`src/rtl/perceptron_pkg.sv`:
```
// rtl/perceptron_pkg.sv - shared constants, FSM states and update record for the perceptron trainer
package perceptron_pkg;

  localparam int NUM_ENTRIES = 64;
  localparam int GHR_SIZE    = 12;
  localparam int WEIGHT_W    = 8;
  localparam int THETA       = 37;
  localparam int IDX_W       = 6;
  localparam int SUM_W       = 10;

  typedef enum logic [2:0] {SWEEP, IDLE, READ, WAIT, WRITE} state_t;

  typedef struct packed {
    logic [IDX_W-1:0]        index;
    logic                    dir;
    logic signed [SUM_W-1:0] sum;
    logic [GHR_SIZE-1:0]     ghr;
  } upd_rec_t;

  // One training step on a weight, clamped to the signed range.
  function automatic logic [WEIGHT_W-1:0] sat_step(input logic [WEIGHT_W-1:0] w, input logic inc);
    logic [WEIGHT_W-1:0] max_w;
    logic [WEIGHT_W-1:0] min_w;
    max_w = {1'b0, {(WEIGHT_W-1){1'b1}}};
    min_w = {1'b1, {(WEIGHT_W-1){1'b0}}};
    if (inc) return (w == max_w) ? w : w + WEIGHT_W'(1);
    return (w == min_w) ? w : w - WEIGHT_W'(1);
  endfunction

endpackage

```
`src/rtl/perceptron_train_ctrl_if.sv`:
```
// rtl/perceptron_train_ctrl_if.sv - update channel and weight-table port of the perceptron trainer
interface perceptron_train_ctrl_if #(
  parameter int GHR_SIZE = 12,
  parameter int WEIGHT_W = 8
);
  logic                                up_valid;
  logic                                up_ready;
  logic [perceptron_pkg::IDX_W-1:0]    up_index;
  logic                                up_dir;
  logic signed [perceptron_pkg::SUM_W-1:0] up_sum;
  logic [GHR_SIZE-1:0]                 up_ghr;

  logic                                rd_req;
  logic                                rd_gnt;
  logic [perceptron_pkg::IDX_W-1:0]    rd_addr;
  logic [GHR_SIZE*WEIGHT_W-1:0]        rd_data;

  logic                                wr_en;
  logic [perceptron_pkg::IDX_W-1:0]    wr_addr;
  logic [GHR_SIZE*WEIGHT_W-1:0]        wr_data;

  modport master (
    output up_valid, up_index, up_dir, up_sum, up_ghr, rd_gnt, rd_data,
    input  up_ready, rd_req, rd_addr, wr_en, wr_addr, wr_data
  );

  modport slave (
    input  up_valid, up_index, up_dir, up_sum, up_ghr, rd_gnt, rd_data,
    output up_ready, rd_req, rd_addr, wr_en, wr_addr, wr_data
  );
endinterface

```
`src/rtl/perc_upd_fifo.sv`:
```
// rtl/perc_upd_fifo.sv - pending-update queue; caller guarantees no push when full, no pop when empty
module perc_upd_fifo #(
  parameter int DEPTH = 4,
  parameter int WIDTH = 8
) (
  input  logic             clk,
  input  logic             reset,
  input  logic             push,
  input  logic [WIDTH-1:0] push_data,
  input  logic             pop,
  output logic [WIDTH-1:0] head,
  output logic             full,
  output logic             empty
);
  localparam int PW = (DEPTH > 1) ? $clog2(DEPTH) : 1;
  localparam logic [PW:0] FULL_CNT = DEPTH[PW:0];

  logic [WIDTH-1:0] mem [DEPTH];
  logic [PW-1:0]    wr_ptr;
  logic [PW-1:0]    rd_ptr;
  logic [PW:0]      count;

  assign full  = (count == FULL_CNT);
  assign empty = (count == '0);
  assign head  = mem[rd_ptr];

  always_ff @(posedge clk or posedge reset) begin
    if (reset) begin
      wr_ptr <= '0;
      rd_ptr <= '0;
      count  <= '0;
    end else begin
      if (push) wr_ptr <= wr_ptr + PW'(1);
      if (pop)  rd_ptr <= rd_ptr + PW'(1);
      case ({push, pop})
        2'b10:   count <= count + (PW+1)'(1);
        2'b01:   count <= count - (PW+1)'(1);
        default: count <= count;
      endcase
    end
  end

  always_ff @(posedge clk) begin
    if (push) mem[wr_ptr] <= push_data;
  end
endmodule

```
`src/rtl/perceptron_train_ctrl.sv`:
```
// rtl/perceptron_train_ctrl.sv - perceptron weight trainer; PERC_THRESH_TRAIN_EN adds training on |sum|<=THETA
module perceptron_train_ctrl #(
  parameter int NUM_ENTRIES = perceptron_pkg::NUM_ENTRIES,
  parameter int GHR_SIZE    = perceptron_pkg::GHR_SIZE,
  parameter int WEIGHT_W    = perceptron_pkg::WEIGHT_W,
  parameter int THETA       = perceptron_pkg::THETA,
  parameter int FIFO_DEPTH  = 4
) (
  input  logic                          clk,
  input  logic                          reset,
  perceptron_train_ctrl_if.slave        bus,
  output logic                          init_done,
  output logic [31:0]                   train_count
);
  import perceptron_pkg::*;

`ifdef PERC_THRESH_TRAIN_EN
  localparam bit THRESH_EN = 1'b1;
`else
  localparam bit THRESH_EN = 1'b0;
`endif
  localparam int W_TOTAL = GHR_SIZE * WEIGHT_W;

  state_t                  state;
  logic [IDX_W-1:0]        sweep_cnt;
  upd_rec_t                rec_in;
  upd_rec_t                head;
  logic                    fifo_full;
  logic                    fifo_empty;
  logic                    push;
  logic                    pop;
  logic                    mispredict;
  logic                    train;
  logic signed [SUM_W:0]   sum_ext;
  logic [SUM_W:0]          abs_sum;
  logic [W_TOTAL-1:0]      new_w;

  assign rec_in       = {bus.up_index, bus.up_dir, bus.up_sum, bus.up_ghr};
  assign bus.up_ready = init_done & ~fifo_full;
  assign push         = bus.up_valid & bus.up_ready;
  assign pop          = (state == WRITE) || (state == IDLE && !fifo_empty && !train);

  perc_upd_fifo #(
    .DEPTH (FIFO_DEPTH),
    .WIDTH ($bits(upd_rec_t))
  ) u_fifo (
    .clk       (clk),
    .reset     (reset),
    .push      (push),
    .push_data (rec_in),
    .pop       (pop),
    .head      (head),
    .full      (fifo_full),
    .empty     (fifo_empty)
  );

  // A non-negative sum predicts taken; extend by one bit so |-512| is representable.
  always_comb begin
    sum_ext    = {head.sum[SUM_W-1], head.sum};
    abs_sum    = sum_ext[SUM_W] ? $unsigned(-sum_ext) : $unsigned(sum_ext);
    mispredict = (~head.sum[SUM_W-1]) != head.dir;
    train      = mispredict | (THRESH_EN & (abs_sum <= (SUM_W+1)'(THETA)));
  end

  always_comb begin
    new_w = '0;
    for (int i = 0; i < GHR_SIZE; i++) begin
      new_w[i*WEIGHT_W +: WEIGHT_W] = sat_step(bus.rd_data[i*WEIGHT_W +: WEIGHT_W], head.ghr[i] == head.dir);
    end
  end

  always_ff @(posedge clk or posedge reset) begin
    if (reset) begin
      state       <= SWEEP;
      sweep_cnt   <= '0;
      init_done   <= 1'b0;
      train_count <= '0;
      bus.rd_req  <= 1'b0;
      bus.rd_addr <= '0;
      bus.wr_en   <= 1'b0;
      bus.wr_addr <= '0;
      bus.wr_data <= '0;
    end else begin
      case (state)
        SWEEP: begin
          bus.wr_en   <= 1'b1;
          bus.wr_addr <= sweep_cnt;
          bus.wr_data <= '0;
          sweep_cnt   <= sweep_cnt + IDX_W'(1);
          if (sweep_cnt == IDX_W'(NUM_ENTRIES - 1)) state <= IDLE;
        end
        IDLE: begin
          bus.wr_en <= 1'b0;
          init_done <= 1'b1;
          if (!fifo_empty && train) begin
            state       <= READ;
            bus.rd_req  <= 1'b1;
            bus.rd_addr <= head.index;
          end
        end
        READ: begin
          if (bus.rd_gnt) begin
            bus.rd_req <= 1'b0;
            state      <= WAIT;
          end
        end
        WAIT: begin
          bus.wr_en   <= 1'b1;
          bus.wr_addr <= head.index;
          bus.wr_data <= new_w;
          state       <= WRITE;
        end
        WRITE: begin
          bus.wr_en   <= 1'b0;
          train_count <= train_count + 32'd1;
          state       <= IDLE;
        end
        default: state <= SWEEP;
      endcase
    end
  end
endmodule

```
`src/flat_wrapper.sv`:
```
// flat-port wrapper written by rule: the top's interface ports become plain ports
module perceptron_train_ctrl_flat import perceptron_pkg::*;
#(
  parameter int NUM_ENTRIES = perceptron_pkg::NUM_ENTRIES,
  parameter int GHR_SIZE    = perceptron_pkg::GHR_SIZE,
  parameter int WEIGHT_W    = perceptron_pkg::WEIGHT_W,
  parameter int THETA       = perceptron_pkg::THETA,
  parameter int FIFO_DEPTH  = 4
)
  (clk, reset, init_done, train_count, bus_up_valid, bus_up_index, bus_up_dir, bus_up_sum, bus_up_ghr, bus_rd_gnt, bus_rd_data, bus_up_ready, bus_rd_req, bus_rd_addr, bus_wr_en, bus_wr_addr, bus_wr_data);
  perceptron_train_ctrl_if #(.GHR_SIZE(GHR_SIZE), .WEIGHT_W(WEIGHT_W)) bus_i ();
  input  logic clk;
  input  logic reset;
  output logic init_done;
  output logic [31:0] train_count;
  input wire logic [$bits(bus_i.up_valid)-1:0] bus_up_valid;
  input wire logic [$bits(bus_i.up_index)-1:0] bus_up_index;
  input wire logic [$bits(bus_i.up_dir)-1:0] bus_up_dir;
  input wire logic [$bits(bus_i.up_sum)-1:0] bus_up_sum;
  input wire logic [$bits(bus_i.up_ghr)-1:0] bus_up_ghr;
  input wire logic [$bits(bus_i.rd_gnt)-1:0] bus_rd_gnt;
  input wire logic [$bits(bus_i.rd_data)-1:0] bus_rd_data;
  output wire logic [$bits(bus_i.up_ready)-1:0] bus_up_ready;
  output wire logic [$bits(bus_i.rd_req)-1:0] bus_rd_req;
  output wire logic [$bits(bus_i.rd_addr)-1:0] bus_rd_addr;
  output wire logic [$bits(bus_i.wr_en)-1:0] bus_wr_en;
  output wire logic [$bits(bus_i.wr_addr)-1:0] bus_wr_addr;
  output wire logic [$bits(bus_i.wr_data)-1:0] bus_wr_data;
  assign bus_i.up_valid = bus_up_valid;
  assign bus_i.up_index = bus_up_index;
  assign bus_i.up_dir = bus_up_dir;
  assign bus_i.up_sum = bus_up_sum;
  assign bus_i.up_ghr = bus_up_ghr;
  assign bus_i.rd_gnt = bus_rd_gnt;
  assign bus_i.rd_data = bus_rd_data;
  assign bus_up_ready = bus_i.up_ready;
  assign bus_rd_req = bus_i.rd_req;
  assign bus_rd_addr = bus_i.rd_addr;
  assign bus_wr_en = bus_i.wr_en;
  assign bus_wr_addr = bus_i.wr_addr;
  assign bus_wr_data = bus_i.wr_data;
  perceptron_train_ctrl #(.NUM_ENTRIES(NUM_ENTRIES), .GHR_SIZE(GHR_SIZE), .WEIGHT_W(WEIGHT_W), .THETA(THETA), .FIFO_DEPTH(FIFO_DEPTH)) u_core (.clk(clk), .reset(reset), .bus(bus_i), .init_done(init_done), .train_count(train_count));
endmodule
```
`config.mk`:
```
export PLATFORM = sky130hd
export DESIGN_NAME = perceptron_train_ctrl_flat
export DESIGN_NICKNAME = d
export VERILOG_FILES = /design/src/rtl/perceptron_pkg.sv /design/src/rtl/perceptron_train_ctrl_if.sv /design/src/rtl/perc_upd_fifo.sv /design/src/rtl/perceptron_train_ctrl.sv /design/src/flat_wrapper.sv
export SDC_FILE = /design/constraint.sdc
export NUM_CORES = 1
export LEC_CHECK = 0
export ABC_AREA = 1
export CORE_UTILIZATION = 49
export DETAILED_ROUTE_END_ITERATION = 10
export PLACE_DENSITY = 0.87
export SLEW_MARGIN = 20
export SYNTH_ARGS = -nofsm -noshare
export SYNTH_HDL_FRONTEND = slang
export SYNTH_SLANG_ARGS = --single-unit
export TNS_END_PERCENT = 100
```
`constraint.sdc`:
```
create_clock -name clk -period 4.9 [get_ports clk]
set_input_delay 0.735 -clock clk [delete_from_list [all_inputs] [get_ports clk]]
set_output_delay 0.735 -clock clk [all_outputs]
set_load 0.005 [all_outputs]
```
# Yosys cells after proc, flatten, opt, wreduce, memory -nomap -nowiden
# Memories as Yosys holds them, arrays and structs flattened.
# Index checks and enable logic that the tools add are counted.
# totals
n_memories,1
wordCells,185
inputBits,129
output_inout_bits,144
ram_bits,116
regBits,159
# memory_table
memory,depth,word_bits,read_ports,rd_clocked_by_memory_dff,wr,line_no,source
u_core.u_fifo.mem,4,29,1,0,1,perc_upd_fifo.sv:18,logic [WIDTH-1:0] mem [DEPTH];
# op_classes
addsub,30
n_reduce_logical,17
n_eq_ne,48
bitwise_logic,4
n_mux,73
# op_table
op,n
$mux 8,48
$pmux 96 s2,1
$add 8x1->8 const B,12
$eq 8x7->1 const B,12
$eq 8x8->1 const B,12
$sub 8x1->8 const B,12
$add 32x1->32 const B,1
$mux 1,16
$pmux 3 s5,1
$eq 1x1->1,12
$pmux 6 s2,1
$mux 3,3
$reduce_bool 2->1,4
$add 6x1->6 const B,1
$eq 3x2->1 const B,2
$eq 3x3->1 const B,2
$eq 6x6->1 const B,1
$logic_not 3->1,2
$pmux 3 s2,1
$reduce_and 3->1,2
$add 2x1->2 const B,2
$ne 2x2->1 const B,2
$pmux 1 s2,2
$reduce_or 2->1,2
other kinds (13),18

# Logic depth before layout (Yosys ltp)
# Gate-level depths: netlist of the first run.
# An unclocked memory read counts as a cell.
# logic_depth
word_depth,8
ltp_mapped,17
depth_no_buf,15

# By module
# From an unflattened synthesis of the first run, not the netlist that was laid out.
# unflattened
hier_cells,2433
area_unflattened_um2,17770.8
# modules_own_cells
module,seq_area_each_um2,n_inst,area_each_um2,cells_each
perceptron_train_ctrl,3803.6,1,12659.6,2045
perc_upd_fifo,3658.5,1,5111.2,388

# Worst setup path after synthesis of the first run
# Ideal clock, no wire load.
# synth_path
path_type,register -> register
startpoint,reg u_core.u_fifo.rd_ptr[0]
endpoint,reg u_core.u_fifo.count[2]
arrival_time_ns,2.099
setup_time_ns,0.131
required_time_ns,4.769
slack_ns,2.671
path_stages_with_launch,18
path_cell_list,dfrtp_1 > buf_6 > inv_4 > buf_4 > nand2_1 > nand2_1 > nand2_1 > nand2_1 > nand2_1 > nand2_1 > nand2_1 > nand2_1 > ha_1 > inv_1 > fa_1 > a21oi_1 > o21ai_0 > xor2_1
# synth_between
elab_chain_len,8
# synth_lines
element,line_no,source
"start, declared",perc_upd_fifo.sv:20,logic [PW-1:0] rd_ptr;
"start signal, assigned",perc_upd_fifo.sv:34,if (pop) rd_ptr <= rd_ptr + PW'(1);
$mem_v2 4x29 *,-,
$not 1->1,perceptron_train_ctrl.sv:61,mispredict = (~head.sum[SUM_W-1]) != head.dir;
$ne 1x1->1 *,perceptron_train_ctrl.sv:61,
$logic_not 1->1 *,perceptron_train_ctrl.sv:41,assign pop = (state == WRITE) || (state == IDLE && !fifo_empty && !train);
$logic_and 1x1->1 *,perceptron_train_ctrl.sv:41,
$logic_or 1x1->1 *,perceptron_train_ctrl.sv:41,
via u_core.pop,perceptron_train_ctrl.sv:31,logic pop;
$eq 2x1->1 / $eq 2x2->1 (equally long branches),perc_upd_fifo.sv:35,"case ({push, pop})"
$pmux 3 s2 / $reduce_bool 2->1 (equally long branches),-,
"end signal, assigned",perc_upd_fifo.sv:36,2'b10: count <= count + (PW+1)'(1);
"end signal, assigned",perc_upd_fifo.sv:37,2'b01: count <= count - (PW+1)'(1);
"end signal, assigned",perc_upd_fifo.sv:38,default: count <= count;
"end, declared",perc_upd_fifo.sv:21,logic [PW:0] count;
# Mark *: on every way through the listed nets, which the timed path passes. The rest lies on a longest branch.
# A chain may end at the register's enable or synchronous reset.

# Final worst setup path of the first run
# layout_path
startpoint,reg u_core.u_fifo.rd_ptr[1]
endpoint,reg u_core.u_fifo.count[2]
# The elaborated chain is that of the path after synthesis.

==> metrics, run 1 <==
DR vias/cell 5.380; syn avg cell area approximately 7.5 um2; Seq/Total Area, Yosys roughly two fifths; final worst path period share between 60 and 70%; worst hold endpoint u_core.bus.wr_data[5]; initial DRC count around 1100; synthesized netlist cell count just over 2000; largest net degree at the start of global routing 160; first-pass GRT wire length between 60000 and 70000 um; Post-Place Setup Slack 1520 ps; Post-Syn Area approximately 0.015 mm2; GR Overflow Total 0; setup ws final 1509 ps; Fillers 2575; distinct cell type count after synthesis 42; WL final about 42000 um; Synth top cells by count nand2_1 (673), nand3_1 (286), inv_1 (200); Final Max Tran Viols 0; # hold bufs at CTS 0; worst hold path stage count 2; DRT Pass-1 Iters 6; Slew HR 28.45%; most common flop cell mapped by yosys dfrtp_1; Total Routing Usage GR a little over a quarter; r2r endpoint u_core.u_fifo.count[2]; CP required 5330 ps; most common cell in the netlist nand2_1; reg-to-reg setup timing slack between 1500 and 2000 ps; H-tree depth 1; Yosys warnings 0; area grow syn2layout 25.49%; net count after synthesis ~2200; FF-to-FF Start u_core.u_fifo.rd_ptr[1]; port buffer count around 260; max cap viols 0; die span in y between 150 and 200 um; RSZ-0062 raised after global routing no; Worst Hold Class reg2reg; Root Buffer Master clkbuf_16; WP data arrival between 3000 and 4000 ps; GPL Wtd Cong a little over 0.9; total die area between 0.03 and 0.04 mm2; Crit Path Category reg2reg; Setup Fix Bufs, Post-CTS 0; worst setup path start u_core.u_fifo.rd_ptr[1]; Yosys top cell area share about a quarter; I/O pin count ~270; initial antenna violation count 2; Rows between 60 and 70; clk_lat worst skew 550 ps; Max FO, Critical Path 24; post-cts gate resize count 0; Vias ~15000; crit end category register; Worst Reg-to-Reg Cells 13; final setup fails 0; CTS Buffer Depth 3; Setup crit start kind register; clock sinks ~240; DRC 0; VDD IR-drop max 0.4702 mV; hpwl dp ~30000 um; number of global-route vias before repair approximately 14000; worst slew pin tran between 1000 and 1500 ps; post-route setup TNS 0 ps; flops & latches, synth 239; CTS tree done; layout net count around 2500; setup skew after layout around 31 ps; largest area contributor in the netlist dfrtp_1; status finished clean; Num CTS Buffers 27; LEAKAGE roughly 9.0 nW; Fmax just under 300 MHz; WL/cell around 16 um; Clk pin slew, worst setup/hold paths around 70 ps; Power Dens Cells around 500 mW/mm2; ys async rst share roughly 67%; EDFF count, synth 80; layout cells sized above 1 3.962%; Worst Hold Launch u_core.bus.wr_data[5]; Core Region between 0.03 and 0.04 mm2; ranking of synthesized cells by area dfrtp_1 (26%), nand2_1 (16%), edfxtp_1 (16%), nand3_1 (9.3%), xor2_1 (6.1%); final hold vios 0; Final ANT Viol Nets 0; Die X 179.0 um; Tmin final about 3400 ps; Initial Util between 50% and 60%
==> per-stage QoR <==
step                      hold slack, ps  area [um2]  instances  total power, W  utilization, %
after CTS                          479.2       19240       2718        0.009585           62.73
after global routing               499.7       19260       2718         0.01024           62.80
final                              472.4       19260       2719        0.009556           62.81
after detailed placement           464.1       18250       2668        0.007292           59.52
after global placement             454.4       18250       2668        0.007131           59.52
after floorplan                    437.5       15350       2060        0.005701               -
==> worst max-delay path by stage <==
stage | end | slack (ps) | depth (start not counted)
final | u_core.u_fifo.count[2] | 1510 | 13
after global routing | u_core.u_fifo.count[2] | 1200 | 13
after CTS | u_core.u_fifo.count[2] | 1500 | 13
after detailed placement | u_core.u_fifo.count[2] | 1520 | 13
after global placement | u_core.u_fifo.count[2] | 1620 | 13
after floorplan | u_core.bus.rd_addr[0] | 2150 | 1
==> logic make-up after synthesis <==
family | after synthesis | synth area share (%)
AND/OR/NAND/NOR | 1228 | 34.13
buffers and inverters | 263 | 7.002
flip-flops | 239 | 41.57
AO/OA/AOI/OAI | 143 | 4.915
XOR/XNOR | 143 | 8.746
adder cells (fa/ha/maj) | 44 | 3.636
==> critical path, stage by stage (launching register included) <==
cell and delay [ps]:
dfrtp_1 710, inv_1 400, nand3_1 200, nand2_4 450
nand2_1 170, nand2_1 100, nand2_1 50, nand2_1 140
ha_1 180, inv_1 70, fa_1 380, a21oi_1 140
o21ai_0 120, xor2_1 160
==> power by group <==
| part | internal, W | total, W | switching (W) |
|---|---|---|---|
| Sequential | 0.00260 | 0.00293 | 0.000329 |
| Clock | 0.00138 | 0.00225 | 0.000865 |
| Combinational | 0.00158 | 0.00438 | 0.00280 |
==> flip-flops by register name, summed over array words and instances (netlist names) <==
name,count
u_core.bus.wr_data,96
u_core.u_fifo.mem,80
u_core.train_count,32
u_core.bus.rd_addr,6
u_core.bus.wr_addr,6
u_core.sweep_cnt,6
u_core.state,3
u_core.u_fifo.count,3
u_core.u_fifo.rd_ptr,2
u_core.u_fifo.wr_ptr,2
u_core.bus.rd_req,1
u_core.bus.wr_en,1
u_core.init_done,1
==> metal layers <==
metal | up-vias | GRT usage [%] | share of wire (%)
li1 | 7171 | - | -
met1 | 6816 | 33.33 | 41
met2 | 543 | 44.93 | 49
met3 | 97 | 3.923 | 6.7
met4 | 2 | 9.287 | 3.0
met5 | - | 0 | 0.028
==> area by class of cell <==
class                      count  area [um2]  area share, %
clock inverter                17       252.7          1.312
tap                          396       495.5          2.572
antenna                        1       2.502        0.01299
sequential                   239        6381          33.13
clock buffer                  33       733.2          3.806
inverter                     206       783.3          4.066
timing repair buffer         269        2690          13.97
multi-input combinational   1558        7924          41.14
==> cell usage in the layout (no fill, tap or decap), types with 4 or more instances in the layout <==
cell and instances:
ha_1 43, nand3_1 286, xnor2_1 30, inv_1 198
nor3_1 38, xor2_4 4, nand4_1 44, edfxtp_1 80
o21ai_0 104, buf_4 5, clkdlybuf4s50_1 263, or2_2 4
clkinv_2 8, nand2_2 13, clkbuf_16 28, nand2_1 673
o211ai_1 9, nor2_1 152, bufinv_16 6, dfrtp_1 159
a21oi_1 19, xor2_1 107, nor2_4 6, o22ai_1 6
No activity file was read; power rests on OpenSTA's default activity.
==> run 2, diff against run 1 <==
--- a/config.mk
+++ b/config.mk
@@ -6,9 +6,9 @@
 export NUM_CORES = 1
 export LEC_CHECK = 0
 export ABC_AREA = 1
-export CORE_UTILIZATION = 49
+export CORE_UTILIZATION = 50
 export DETAILED_ROUTE_END_ITERATION = 10
-export PLACE_DENSITY = 0.87
+export PLACE_DENSITY = 0.85
 export SLEW_MARGIN = 20
 export SYNTH_ARGS = -nofsm -noshare
 export SYNTH_HDL_FRONTEND = slang
==> constraint.sdc (replaced) <==
create_clock -name clk -period 3.45 [get_ports clk]
set_input_delay 0.5175 -clock clk [delete_from_list [all_inputs] [get_ports clk]]
set_output_delay 0.5175 -clock clk [all_outputs]
set_load 0.005 [all_outputs]
==> metrics, run 2 (synthesis results as in run 1) <==
setup ws final 643.7 ps (-864.9 ps); VDD IR-drop max 0.5873 mV (+25%); final setup fails 0 (unchanged); Final Max Tran Viols 0 (unchanged); Slowest-stage cell, CP dfrtp_1; Crit Path Category reg2reg; Total Routing Usage GR 26.27% (+0.10 points); setup skew after layout 13.03 ps (-18.12 ps); Clk pin slew, worst setup/hold paths 60 ps (about the same); port buffer count 263 (unchanged); WP data arrival 3240 ps (-580 ps); max reg flops 96 (unchanged); Setup crit start kind register; Post-Place Setup Slack 693.6 ps (-826.8 ps); Setup Fix Bufs, Post-CTS 0 (unchanged); largest net degree at the start of global routing 82 (-49%); Root Buffer Master clkbuf_16; worst-path cell chain inv_4 > nand2_1 > nand2_1 > nand2_1 > nand2_2 > nand2_1 > nand2_1 > nand2_1 > nand2_1 > ha_1 > inv_1 > fa_1 > a21oi_1 > o21ai_0 > xor2_1; WL/cell 15.17 um (-2.9%); Tmin final 2806 ps (-585.1 ps); layout cells sized above 1 4.413% (+0.45 points); LEAKAGE 9.067 nW (+0.57%); area grow syn2layout 26.05%; RSZ-0062 raised after global routing no; most frequent cells in the layout nand2_1 (673), nand3_1 (286), clkdlybuf4s50_1 (263), inv_1 (198), dfrtp_1 (159); clk_lat worst skew 560 ps (about the same); final hold vios 0 (unchanged); GPL Wtd Cong 0.9221 (+0.15%); Num CTS Buffers 28 (+3.7%); die span in y 177.2 um (-0.99%); DRT Pass-1 Iters 5 (-1); number of global-route vias before repair 13950 (+0.63%); worst path bufs/invs 2 (unchanged); first-pass GRT wire length 67300 um (-0.78%); Power Dens Cells 696.9 mW/mm2 (+40%); Biggest register u_core.bus.wr_data; total die area 0.03140 mm2 (-2.0%); biggest regs u_core.bus.wr_data: 96 flops, u_core.u_fifo.mem: 80 flops, u_core.train_count: 32 flops; Core Region 0.02995 mm2 (-2.3%); crit end category register; post-cts gate resize count 0 (unchanged); DRC 0 (unchanged); Crit path max-delay family simple AND/OR/NAND/NOR gates; CP peak stage delay 530 ps (-180 ps); WL final 41370 um (-2.5%); Fmax 356.3 MHz (+21%); DR vias/cell 5.361 (-0.35%); Vias 14630 (-0.021%); initial antenna violation count 4 (+2); CP required 3890 ps (-1440 ps); max cap viols 0 (unchanged); # hold bufs at CTS 0 (unchanged); Max FO, Critical Path 41 (+71%); GR Overflow Total 0 (unchanged); commonest non-fill, non-tap cell in the layout nand2_1; most frequent cell on the critical path nand2_1; worst slew pin tran 988.8 ps (-83.21 ps); hpwl dp 29520 um (about the same); I/O pin count 273 (unchanged); CTS Buffer Depth 3 (unchanged); clock sinks 239 (unchanged); CTS tree done; Rows 63 (-1.6%); Slew HR 34.08% (+5.6 points); Worst Hold Class in2async; layout net count 2485 (+0.44%); final worst path period share 81.34% (+12 points); Die X 177.2 um (-0.99%); H-tree depth 1 (unchanged); Fillers 2502 (-2.8%); status finished clean; Initial Util 51.24% (+1.2 points); post-route setup TNS 0 ps (unchanged); initial DRC count 1129 (+3.8%); Final ANT Viol Nets 0 (unchanged)
[run 2: changes by cell type in the layout (fill, tap and decap cells not counted), sizes merged]
| cell | previous run | this run |
|---|---|---|
| clkbuf | 33 | 35 |
| inv | 201 | 200 |
| bufinv | 6 | 3 |
| clkinv | 13 | 15 |
| diode | 1 | 4 |
| clkinvlp | 3 | 5 |
| buf | 6 | 16 |
[run 2: worst paths after layout]
path	slack (ps)	end	startpoint	depth (start not counted)
worst max-delay path	640	u_core.u_fifo.count[2]	u_core.u_fifo.rd_ptr[0]	15
worst min-delay path	330	u_core.bus.wr_data[26]	reset	2
worst max register to register	640	u_core.u_fifo.count[2]	u_core.u_fifo.rd_ptr[0]	15
worst min register to register	470	u_core.u_fifo.count[0]	u_core.u_fifo.count[0]	1
max in group asynchronous	2330	u_core.bus.wr_data[74]	reset	3
min in group clk	470	u_core.u_fifo.count[0]	u_core.u_fifo.count[0]	1
[run 2: final cells by class]
cell class,count,area (um2),share of cell area [%]
diodes,4,10.01,0.05173
inverters,206,783.3,4.048
clock buffers,35,777.0,4.016
flip-flops and latches,239,6381,32.98
clock inverters,17,202.7,1.048
well taps,390,488.0,2.522
multi-input cells,1558,7904,40.85
repair buffers,279,2803,14.49
[run 2: metal layers]
layer / track usage (%) / share of wire, % / vias to the layer above
met5: 0 / 0 / -
met4: 10.02 / 3.2 / 0
met3: 3.415 / 5.5 / 82
met2: 45.07 / 49 / 472
met1: 33.57 / 42 / 6876
li1: - / - / 7196
[run 2: per-stage QoR]
step | power, W | cells | util (%) | area, um2 | hold WS [ps]
after floorplan | 0.008098 | 2060 | - | 15350 | 437.5
after global placement | 0.01023 | 2672 | 61.29 | 18360 | 455.8
after detailed placement | 0.01043 | 2672 | 61.29 | 18360 | 456.7
after CTS | 0.01354 | 2724 | 64.56 | 19340 | 330.7
after global routing | 0.01448 | 2725 | 64.57 | 19340 | 370.6
final | 0.01348 | 2728 | 64.59 | 19350 | 331.7
[run 2: report_power, final]
group	switching [W]	leakage [nW]	internal, W
Sequential	0.000429	2.82	0.00369
Combinational	0.00395	5.78	0.00235
Clock	0.00123	0.471	0.00183
Total	0.00561	9.07	0.00787
[run 2: worst register-to-register path, stage by stage (launching register included)]
cell     delay (ps)
dfrtp_1         530
inv_4           400
nand2_1         160
nand2_1         100
nand2_1          60
nand2_2          70
nand2_1         100
nand2_1          80
nand2_1          50
nand2_1         140
ha_1            160
inv_1            60
fa_1            370
a21oi_1         140
o21ai_0         110
xor2_1          150
